[src/rtl/instr_stream_decoder_pkg.sv]
// Shared types, opcode map and default parameters for the instruction stream decoder.
package instr_stream_decoder_pkg;

    typedef enum logic [1:0] {
        S_OPC  = 2'd0,
        S_OPND = 2'd1,
        S_OUT  = 2'd2
    } state_t;

    typedef enum logic [7:0] {
        OP_NOP  = 8'd0,
        OP_LDAC = 8'd1,
        OP_STAC = 8'd2,
        OP_MVAC = 8'd3,
        OP_MOVR = 8'd4,
        OP_JUMP = 8'd5,
        OP_JMPZ = 8'd6,
        OP_JPNZ = 8'd7,
        OP_ADD  = 8'd8,
        OP_SUB  = 8'd9,
        OP_INAC = 8'd10,
        OP_CLAC = 8'd11,
        OP_AND  = 8'd12,
        OP_OR   = 8'd13,
        OP_XOR  = 8'd14,
        OP_NOT  = 8'd15
    } opcode_t;

    localparam int unsigned DEF_NUM_OPS   = 16;
    localparam int unsigned DEF_ADDR_W    = 16;
    // LDAC, STAC, JUMP, JMPZ and JPNZ carry an address operand
    localparam logic [15:0] DEF_OPND_MASK = 16'h00E6;

    function automatic int unsigned addr_bytes(input int unsigned addr_w);
        return addr_w / 8;
    endfunction

endpackage

[src/rtl/opcode_onehot_dec.sv]
// Combinational opcode byte to one-hot code plus legality flag.
module opcode_onehot_dec #(
    parameter int unsigned NUM_OPS = 16
) (
    input  logic [7:0]         byte_data,
    output logic [NUM_OPS-1:0] onehot_c,
    output logic               legal_c
);

    always_comb begin
        legal_c  = ({1'b0, byte_data} < 9'(NUM_OPS));
        onehot_c = legal_c ? (NUM_OPS'(1) << byte_data) : '0;
    end

endmodule

[src/rtl/instr_stream_decoder.sv]
// Byte-stream instruction decoder: opcode byte plus optional little-endian operand,
// presented as a one-hot opcode with a valid/ready handshake.
module instr_stream_decoder
    import instr_stream_decoder_pkg::*;
#(
    parameter int unsigned         NUM_OPS   = DEF_NUM_OPS,
    parameter int unsigned         ADDR_W    = DEF_ADDR_W,
    parameter logic [NUM_OPS-1:0]  OPND_MASK = NUM_OPS'(DEF_OPND_MASK)
) (
    input  logic               clk,
    input  logic               reset,
    input  logic               flush,
    input  logic               byte_valid,
    input  logic [7:0]         byte_data,
    output logic               byte_ready,
    output logic               dec_valid,
    input  logic               dec_ready,
    output logic [NUM_OPS-1:0] dec_onehot,
    output logic [ADDR_W-1:0]  dec_addr,
    output logic               dec_illegal,
    output logic [7:0]         err_count
);

    localparam int unsigned ADDR_BYTES = addr_bytes(ADDR_W);
    localparam int unsigned CNT_W      = (ADDR_BYTES > 1) ? $clog2(ADDR_BYTES) : 1;

    state_t               state, state_d;
    logic [CNT_W-1:0]     cnt, cnt_d;
    logic [NUM_OPS-1:0]   onehot_d;
    logic [ADDR_W-1:0]    addr_d;
    logic                 illegal_d;
    logic                 valid_d;
    logic [7:0]           err_d;

    logic [NUM_OPS-1:0]   op_onehot_c;
    logic                 op_legal_c;
    logic                 byte_hs_c;
    logic                 take_opc_c;

    opcode_onehot_dec #(
        .NUM_OPS (NUM_OPS)
    ) u_dec (
        .byte_data (byte_data),
        .onehot_c  (op_onehot_c),
        .legal_c   (op_legal_c)
    );

    // Ready follows the consumer while a result is held; flush and reset block intake
    always_comb begin
        byte_ready = 1'b0;
        if (!reset && !flush) begin
            byte_ready = (state == S_OUT) ? dec_ready : 1'b1;
        end
    end

    assign byte_hs_c = byte_valid && byte_ready;

    always_comb begin
        state_d    = state;
        cnt_d      = cnt;
        onehot_d   = dec_onehot;
        addr_d     = dec_addr;
        illegal_d  = dec_illegal;
        valid_d    = dec_valid;
        err_d      = err_count;
        take_opc_c = 1'b0;

        if (flush) begin
            state_d   = S_OPC;
            cnt_d     = '0;
            onehot_d  = '0;
            addr_d    = '0;
            illegal_d = 1'b0;
            valid_d   = 1'b0;
        end else begin
            case (state)
                S_OPC: take_opc_c = byte_hs_c;
                S_OPND: begin
                    if (byte_hs_c) begin
                        addr_d[8*int'(cnt) +: 8] = byte_data;
                        if (cnt == CNT_W'(ADDR_BYTES - 1)) begin
                            state_d = S_OUT;
                            valid_d = 1'b1;
                            cnt_d   = '0;
                        end else begin
                            cnt_d = cnt + CNT_W'(1);
                        end
                    end
                end
                S_OUT: begin
                    // Output handshake; a byte arriving alongside starts the next instruction
                    if (dec_ready) begin
                        if (byte_valid) begin
                            take_opc_c = 1'b1;
                        end else begin
                            state_d = S_OPC;
                            valid_d = 1'b0;
                        end
                    end
                end
                default: begin
                    state_d = S_OPC;
                    valid_d = 1'b0;
                end
            endcase

            if (take_opc_c) begin
                onehot_d  = op_legal_c ? op_onehot_c : '0;
                illegal_d = !op_legal_c;
                addr_d    = '0;
                cnt_d     = '0;
                if (!op_legal_c) begin
                    state_d = S_OUT;
                    valid_d = 1'b1;
                    if (err_count != 8'hFF) begin
                        err_d = err_count + 8'd1;
                    end
                end else if (|(OPND_MASK & op_onehot_c)) begin
                    state_d = S_OPND;
                    valid_d = 1'b0;
                end else begin
                    state_d = S_OUT;
                    valid_d = 1'b1;
                end
            end
        end
    end

    always_ff @(posedge clk or posedge reset) begin
        if (reset) begin
            state       <= S_OPC;
            cnt         <= '0;
            dec_onehot  <= '0;
            dec_addr    <= '0;
            dec_illegal <= 1'b0;
            dec_valid   <= 1'b0;
            err_count   <= 8'd0;
        end else begin
            state       <= state_d;
            cnt         <= cnt_d;
            dec_onehot  <= onehot_d;
            dec_addr    <= addr_d;
            dec_illegal <= illegal_d;
            dec_valid   <= valid_d;
            err_count   <= err_d;
        end
    end

endmodule

[config.mk]
export PLATFORM = sky130hd
export DESIGN_NAME = instr_stream_decoder
export DESIGN_NICKNAME = d
export VERILOG_FILES = /design/src/rtl/instr_stream_decoder_pkg.sv /design/src/rtl/opcode_onehot_dec.sv /design/src/rtl/instr_stream_decoder.sv
export SDC_FILE = /design/constraint.sdc
export NUM_CORES = 1
export LEC_CHECK = 0
export ABC_CLOCK_PERIOD_IN_PS = 2400
export CORE_MARGIN = 2
export CORE_UTILIZATION = 47
export DETAILED_ROUTE_END_ITERATION = 10
export GPL_TIMING_DRIVEN = 0
export HOLD_SLACK_MARGIN = 0.15
export PLACE_DENSITY = 0.79
export RECOVER_POWER = 25
export SLEW_MARGIN = 25
export SYNTH_ARGS = -nofsm -noshare
export SYNTH_HDL_FRONTEND = slang
export SYNTH_SLANG_ARGS = --single-unit
[constraint.sdc]
create_clock -name clk -period 2.4 [get_ports clk]
set_clock_uncertainty 0.05 [all_clocks]
set_input_delay 0.6 -clock clk [delete_from_list [all_inputs] [get_ports clk]]
set_output_delay 0.6 -clock clk [all_outputs]
set_load 0.005 [all_outputs]
==> results.tsv, run 1 <==
metric	value	unit
p_per_area	618	mW/mm2
numClockSinks	44	
cts-root-buf	clkbuf_8	
initialDrtViolationCount	145	
pwr-share-comb	16.1	%
slew_viol_final	0	
synth_sequential_area_ratio	57.2	%
place_ws	-0.347	ns
clock.fmax	0.433	GHz
utilization	68.1	%
postRouteAntennaNets	0	
peakVddDrop	0.000443	V
path_class	primary input to register	
seq_power_share	50.2	%
min_path_type	register to register	
antenna_found_initial	0	
yosysTopAreaCellShare	57.2	%
grt_pass1_wl	7.73	mm
coreArea	0.00397	mm2
crit_chain	clkdlybuf4s50_1, or3_1, a2111oi_4, nand3b_1, o2bb2ai_1	
p_leak	1.12	nW
tightestPinTransition	0.711	ns
h-tree-depth	2	
critical-path-max-stage-delay	0.50	ns
outcome	finished, final reports clean	
syn2layout_area_growth	40.4	%
end_kind	register	
drc_errors	0	
overflow	0	
fp.dieH	68.0	um
period_share	96.1	%
cts_tree	built	
p_switching	0.439	mW
track_usage	23.3	%
synth_cells	155	
synth_flop_cell	dfrtp_1	
yosysWarnings	0	
clk_path_buf_depth	2	
via_per_inst	6.03	
yosys-top-cells-count	dfrtp_1, a22o_1, o2bb2ai_1, nand4_1	
synth_most_common_cell	dfrtp_1	
path_buf_inv	1	
worst_slack	0.0929	ns
clk_pin_slew_worst_paths	0.08	ns
synth_fp_nets	169	
ios	56	
core.rowCount	23	
layout.cells.non_filler	269	
fin_area	0.00270	mm2
slowest_stage	clkdlybuf4s50_1	
cts_inserted_buffers	5	
placed_area	0.00254	mm2
clk_latency	0.30	ns
port_buffers	53	
synth_edf_count	0	
grt_max_degree	30	
synth_area	0.00193	mm2
firstDrtPassIters	4	
dp_hpwl	3.54	mm
yosysUniqueCellTypes	36	
start_kind	primary input	
cp_data_arrival_time	2.47	ns
n_fill_cell	284	
crit_fanout	6	
finalCriticalPeriod	2.31	ns
postSynthAreaPerCell	12.4	um2
grt_pass1_vias	1527	
die-area	0.00462	mm2
drive_above_1_share	13.2	%
cts_hold_buf	0	
vias	1621	
path_delay_family	simple AND/OR/NAND/NOR gates	
gp_congestion	0.837	
setup_viol	0	
synth_top_cell_by_area	dfrtp_1	
wl	5.08	mm
synth_area_leaders	dfrtp_1, a22o_1, o2bb2ai_1	
tns	0	ns
wire_per_inst	18.9	um
max_slew_margin	52.6	%
async_flop_share	100	%
nets	232	
initial_core_util	48.5	%
clkPwrFrac	33.7	%
ys_ff_latch	44	
swShare	26.3	%
drv_cap	0	
num_antenna_cells	0	
die_w	68.0	um
required	2.56	ns
hold_viol_final	0	
dp_cells	259	
p_int	1.23	mW
sequential cells by signal (all words and copies together) (netlist names):
register,count
cnt,1
dec_addr,16
dec_illegal,1
dec_onehot,16
dec_valid,1
err_count,8
state,1
final cells by class:
cell class / count / area, um2 / share of cell area, %
Buffer: 4 / 20.0 / 0.740
Clock buffer: 5 / 68.8 / 2.55
Clock inverter: 3 / 42.5 / 1.57
Inverter: 4 / 15.0 / 0.555
Multi-Input combinational cell: 102 / 840 / 31.1
Sequential cell: 44 / 1100 / 40.7
Tap cell: 50 / 62.6 / 2.31
Timing Repair Buffer: 57 / 554 / 20.5
layout by cell type, fill, tap and decap left out, types with 2 or more instances in the layout:
cell,count
and3_1,2
nand3_1,2
nand2b_1,3
a211oi_1,3
nand4_1,7
clkdlybuf4s50_1,50
dlygate4sd2_1,3
a22o_1,16
nor3_4,2
clkbuf_8,5
nor3_2,2
nand2_1,6
dfrtp_1,44
inv_1,4
nor2b_1,2
o2bb2ai_1,10
a32o_1,4
nor2_1,5
mux2_2,2
o2bb2ai_2,2
clkbuf_1,2
nand3b_1,2
a21oi_1,2
o21a_1,2
xnor2_1,6
a31oi_1,2
buf_4,4
nor3_1,4
per-layer routing:
layer  vias to the layer above  part of all wire [%]  wire, um  global-route usage [%]
li1                        725                     -         -                       -
met1                       840                    41      2110                    30.3
met2                        46                    52      2640                    37.4
met3                        10                   4.2       215                    5.59
met4                         0                   2.2       114                    9.50
met5                         -                     0         0                       0
metrics by stage:
| stage | hold slack [ns] | power, mW |
|---|---|---|
| 3_3_place_gp | 0.426 | 1.10 |
| 3_5_place_dp | 0.429 | 1.11 |
| 6_report | 0.443 | 1.67 |
| 4_1_cts | 0.448 | 1.68 |
| 5_1_grt | 0.472 | 1.75 |
| 2_1_floorplan | 0.429 | 0.969 |
what timing repair did:
item	4_1_cts	5_1_grt
gates resized for setup	8	6
endpoints found under the setup margin	11	15
pin swaps	1	3
setup buffers	0	3
power groups by stage:
stage / combinational [mW] / clock (mW) / sequential, mW
floorplan: 0.125 / 0 / 0.844
global placement: 0.250 / 0 / 0.849
detailed placement: 0.261 / 0 / 0.850
finish: 0.269 / 0.563 / 0.839
global route: 0.291 / 0.609 / 0.849
CTS: 0.265 / 0.574 / 0.839
path summary, 6_finish.rpt:
| check | from | to | slack [ns] | depth (start not counted) |
|---|---|---|---|---|
| max | reset | dec_onehot[9] | 0.09 | 5 |
| min | dec_onehot[8] | dec_onehot[8] | 0.44 | 1 |
| max reg2reg | dec_valid | dec_onehot[9] | 0.40 | 4 |
| min reg2reg | dec_onehot[8] | dec_onehot[8] | 0.44 | 1 |
| max in group asynchronous | reset | dec_onehot[11] | 0.40 | 3 |
| min in group asynchronous | reset | state[0] | 0.77 | 2 |
cells by family (layout without fill, tap and decap cells):
kind of cell,count (synthesis),in the layout,synth area share (%)
AOI/OAI and AO/OA,44,44,20.3
xor gates and xnor gates,6,6,2.73
adders and majority gates,1,1,0.650
buffers and inverters,9,73,1.88
DFF,44,44,57.2
muxes,2,2,1.17
and+or+nand+nor,49,49,16.1
Power figures use the tool's default switching activity.
==> inputs of run 2 (changes only) <==
--- a/config.mk
+++ b/config.mk
@@ -13,7 +13,6 @@
 export HOLD_SLACK_MARGIN = 0.15
 export PLACE_DENSITY = 0.79
 export RECOVER_POWER = 25
-export SLEW_MARGIN = 25
 export SYNTH_ARGS = -nofsm -noshare
 export SYNTH_HDL_FRONTEND = slang
 export SYNTH_SLANG_ARGS = --single-unit
==> run 2 against run 1 <==
Combinational power decreased by 1%; critical endpoint unchanged; critical path type unchanged; largest power group unchanged; first-iteration DRC count increased by 14%; cell count decreased by 1.1%.
==> results.tsv, run 2 (synthesis results as in run 1) <==
metric	value	unit	change
required	2.56	ns	about the same
finalCriticalPeriod	2.34	ns	was 2.31 ns
clock.fmax	0.428	GHz	was 0.433 GHz
layout.cells.non_filler	266		was 269
peakVddDrop	0.000422	V	was 0.000443 V
hold_viol_final	0		unchanged
fin_area	0.00269	mm2	was 0.00270 mm2
rr_endpoint	dec_onehot[9]		unchanged
via_per_inst	6.03		about the same
die-area	0.00462	mm2	unchanged
antenna_found_initial	0		unchanged
wl	4.96	mm	was 5.08 mm
critical-path-max-stage-delay	0.53	ns	was 0.50 ns
reg2reg_depth	4		unchanged
wire_per_inst	18.6	um	was 18.9 um
period_share	97.4	%	was 96.1%
grt_max_degree	46		was 30
slew_viol_final	0		unchanged
end_kind	register		unchanged
crit_fanout	6		unchanged
num_antenna_cells	0		unchanged
crit_end	dec_onehot[9]		unchanged
core.rowCount	23		unchanged
drc_errors	0		unchanged
cts_tree	built		unchanged
die_w	68.0	um	unchanged
reg.largest.list	dec_addr: 16 flops, dec_onehot: 16 flops, err_count: 8 flops		unchanged
port_buffers	53		unchanged
numClockSinks	44		unchanged
initial_core_util	48.5	%	unchanged
path_class	primary input to register		unchanged
final_cell_mix	clkdlybuf4s50_1, dfrtp_1, a22o_1, o2bb2ai_1, nand4_1		unchanged
whs_path_depth	1		unchanged
clk_pin_slew_worst_paths	0.08	ns	about the same
p_leak	1.12	nW	about the same
h-tree-depth	2		unchanged
outcome	finished, final reports clean		unchanged
overflow	0		unchanged
slowest_stage	clkdlybuf4s50_1		unchanged
crit_chain	clkdlybuf4s50_1, or3_1, a2111oi_4, nand3b_1, o2bb2ai_1		unchanged
ios	56		unchanged
start_kind	primary input		unchanged
grt_pass1_wl	7.76	mm	was 7.73 mm
cts_inserted_buffers	5		unchanged
n_fill_cell	289		was 284
drive_above_1_share	12.5	%	was 13.2%
crit_start	reset		unchanged
vias	1605		was 1621
initialDrtViolationCount	165		was 145
track_usage	23.1	%	was 23.3%
dp_cells	258		was 259
firstDrtPassIters	4		unchanged
dp_hpwl	3.46	mm	was 3.54 mm
clk_path_buf_depth	2		unchanged
setup_viol	0		unchanged
coreArea	0.00397	mm2	unchanged
final_common_cell	clkdlybuf4s50_1		unchanged
multi_input_area	847	um2	was 840 um2
placed_area	0.00252	mm2	was 0.00254 mm2
reg2reg_from	dec_valid		unchanged
p_per_area	615	mW/mm2	was 618 mW/mm2
gp_congestion	0.837		unchanged
min_path_type	register to register		unchanged
nets	229		was 232
cp_data_arrival_time	2.50	ns	was 2.47 ns
clk_latency	0.30	ns	about the same
grt_pass1_vias	1558		was 1527
seqCellArea	0.00110	mm2	unchanged
drv_cap	0		unchanged
syn2layout_area_growth	39.9	%	was 40.4%
tightestPinTransition	0.538	ns	was 0.711 ns
cts-root-buf	clkbuf_8		unchanged
fp.dieH	68.0	um	unchanged
total_power	1.66	mW	was 1.67 mW
cts_hold_buf	0		unchanged
max_slew_margin	64.1	%	was 52.6%
r2r_setup_slack	0.42	ns	was 0.40 ns
postRouteAntennaNets	0		unchanged
-- run 2: through the flow --
stage	util [%]	TNS (ns)	setup slack [ns]	hold slack [ns]
global route	67.8	-0.0188	-0.0188	0.469
global placement	63.4	-14.01	-0.606	0.426
floorplan	-	0	0.217	0.429
detailed placement	63.4	-9.17	-0.339	0.429
CTS	66.4	-0.0953	-0.0267	0.448
finish	67.8	0	0.0630	0.442
-- run 2: worst max-delay path, delay by kind of cell --
family,cells,cell delay [ns]
and+or+nand+nor,2,0.69
buffers and inverters,1,0.53
AOI/OAI and AO/OA,2,0.67
-- run 2: report_power, final --
group | internal [mW] | switching, mW | total [mW] | leakage [nW]
registers | 0.780 | 0.0585 | 0.839 | 0.606
logic | 0.141 | 0.124 | 0.265 | 0.454
clock network | 0.309 | 0.245 | 0.554 | 0.0552
-- run 2: what timing repair did --
item                       CTS  global route
setup endpoints to repair   10            29
pin swaps                    1             2
buffers inserted             0             1
gates resized for setup      6            12
-- run 2: how the worst min path moves through the flow --
stage             startpoint       endpoint  slack [ns]
5_1_grt        dec_onehot[1]  dec_onehot[1]        0.47
2_1_floorplan  dec_onehot[0]  dec_onehot[0]        0.43
4_1_cts        dec_onehot[8]  dec_onehot[8]        0.45
6_report       dec_onehot[8]  dec_onehot[8]        0.44
3_3_place_gp   dec_onehot[4]  dec_onehot[4]        0.43
3_5_place_dp   dec_onehot[1]  dec_onehot[1]        0.43
-- run 2: area by class of cell --
class                      instances  area share [%]
buffer                             4           0.743
clock buffer                       6            2.69
clock inverter                     2            1.30
inverter                           4           0.650
multi-input combinational        102            31.4
sequential                        44            40.9
tap                               50            2.32
timing repair buffer              54            20.0
-- run 2: metal layers --
layer  share of wire (%)  track usage (%)  up-vias
met4                 1.6             9.75        0
met5                   0                0        -
met3                 4.5             4.61        9
met2                  51             37.6       53
li1                    -                -      722
met1                  42             30.2      821
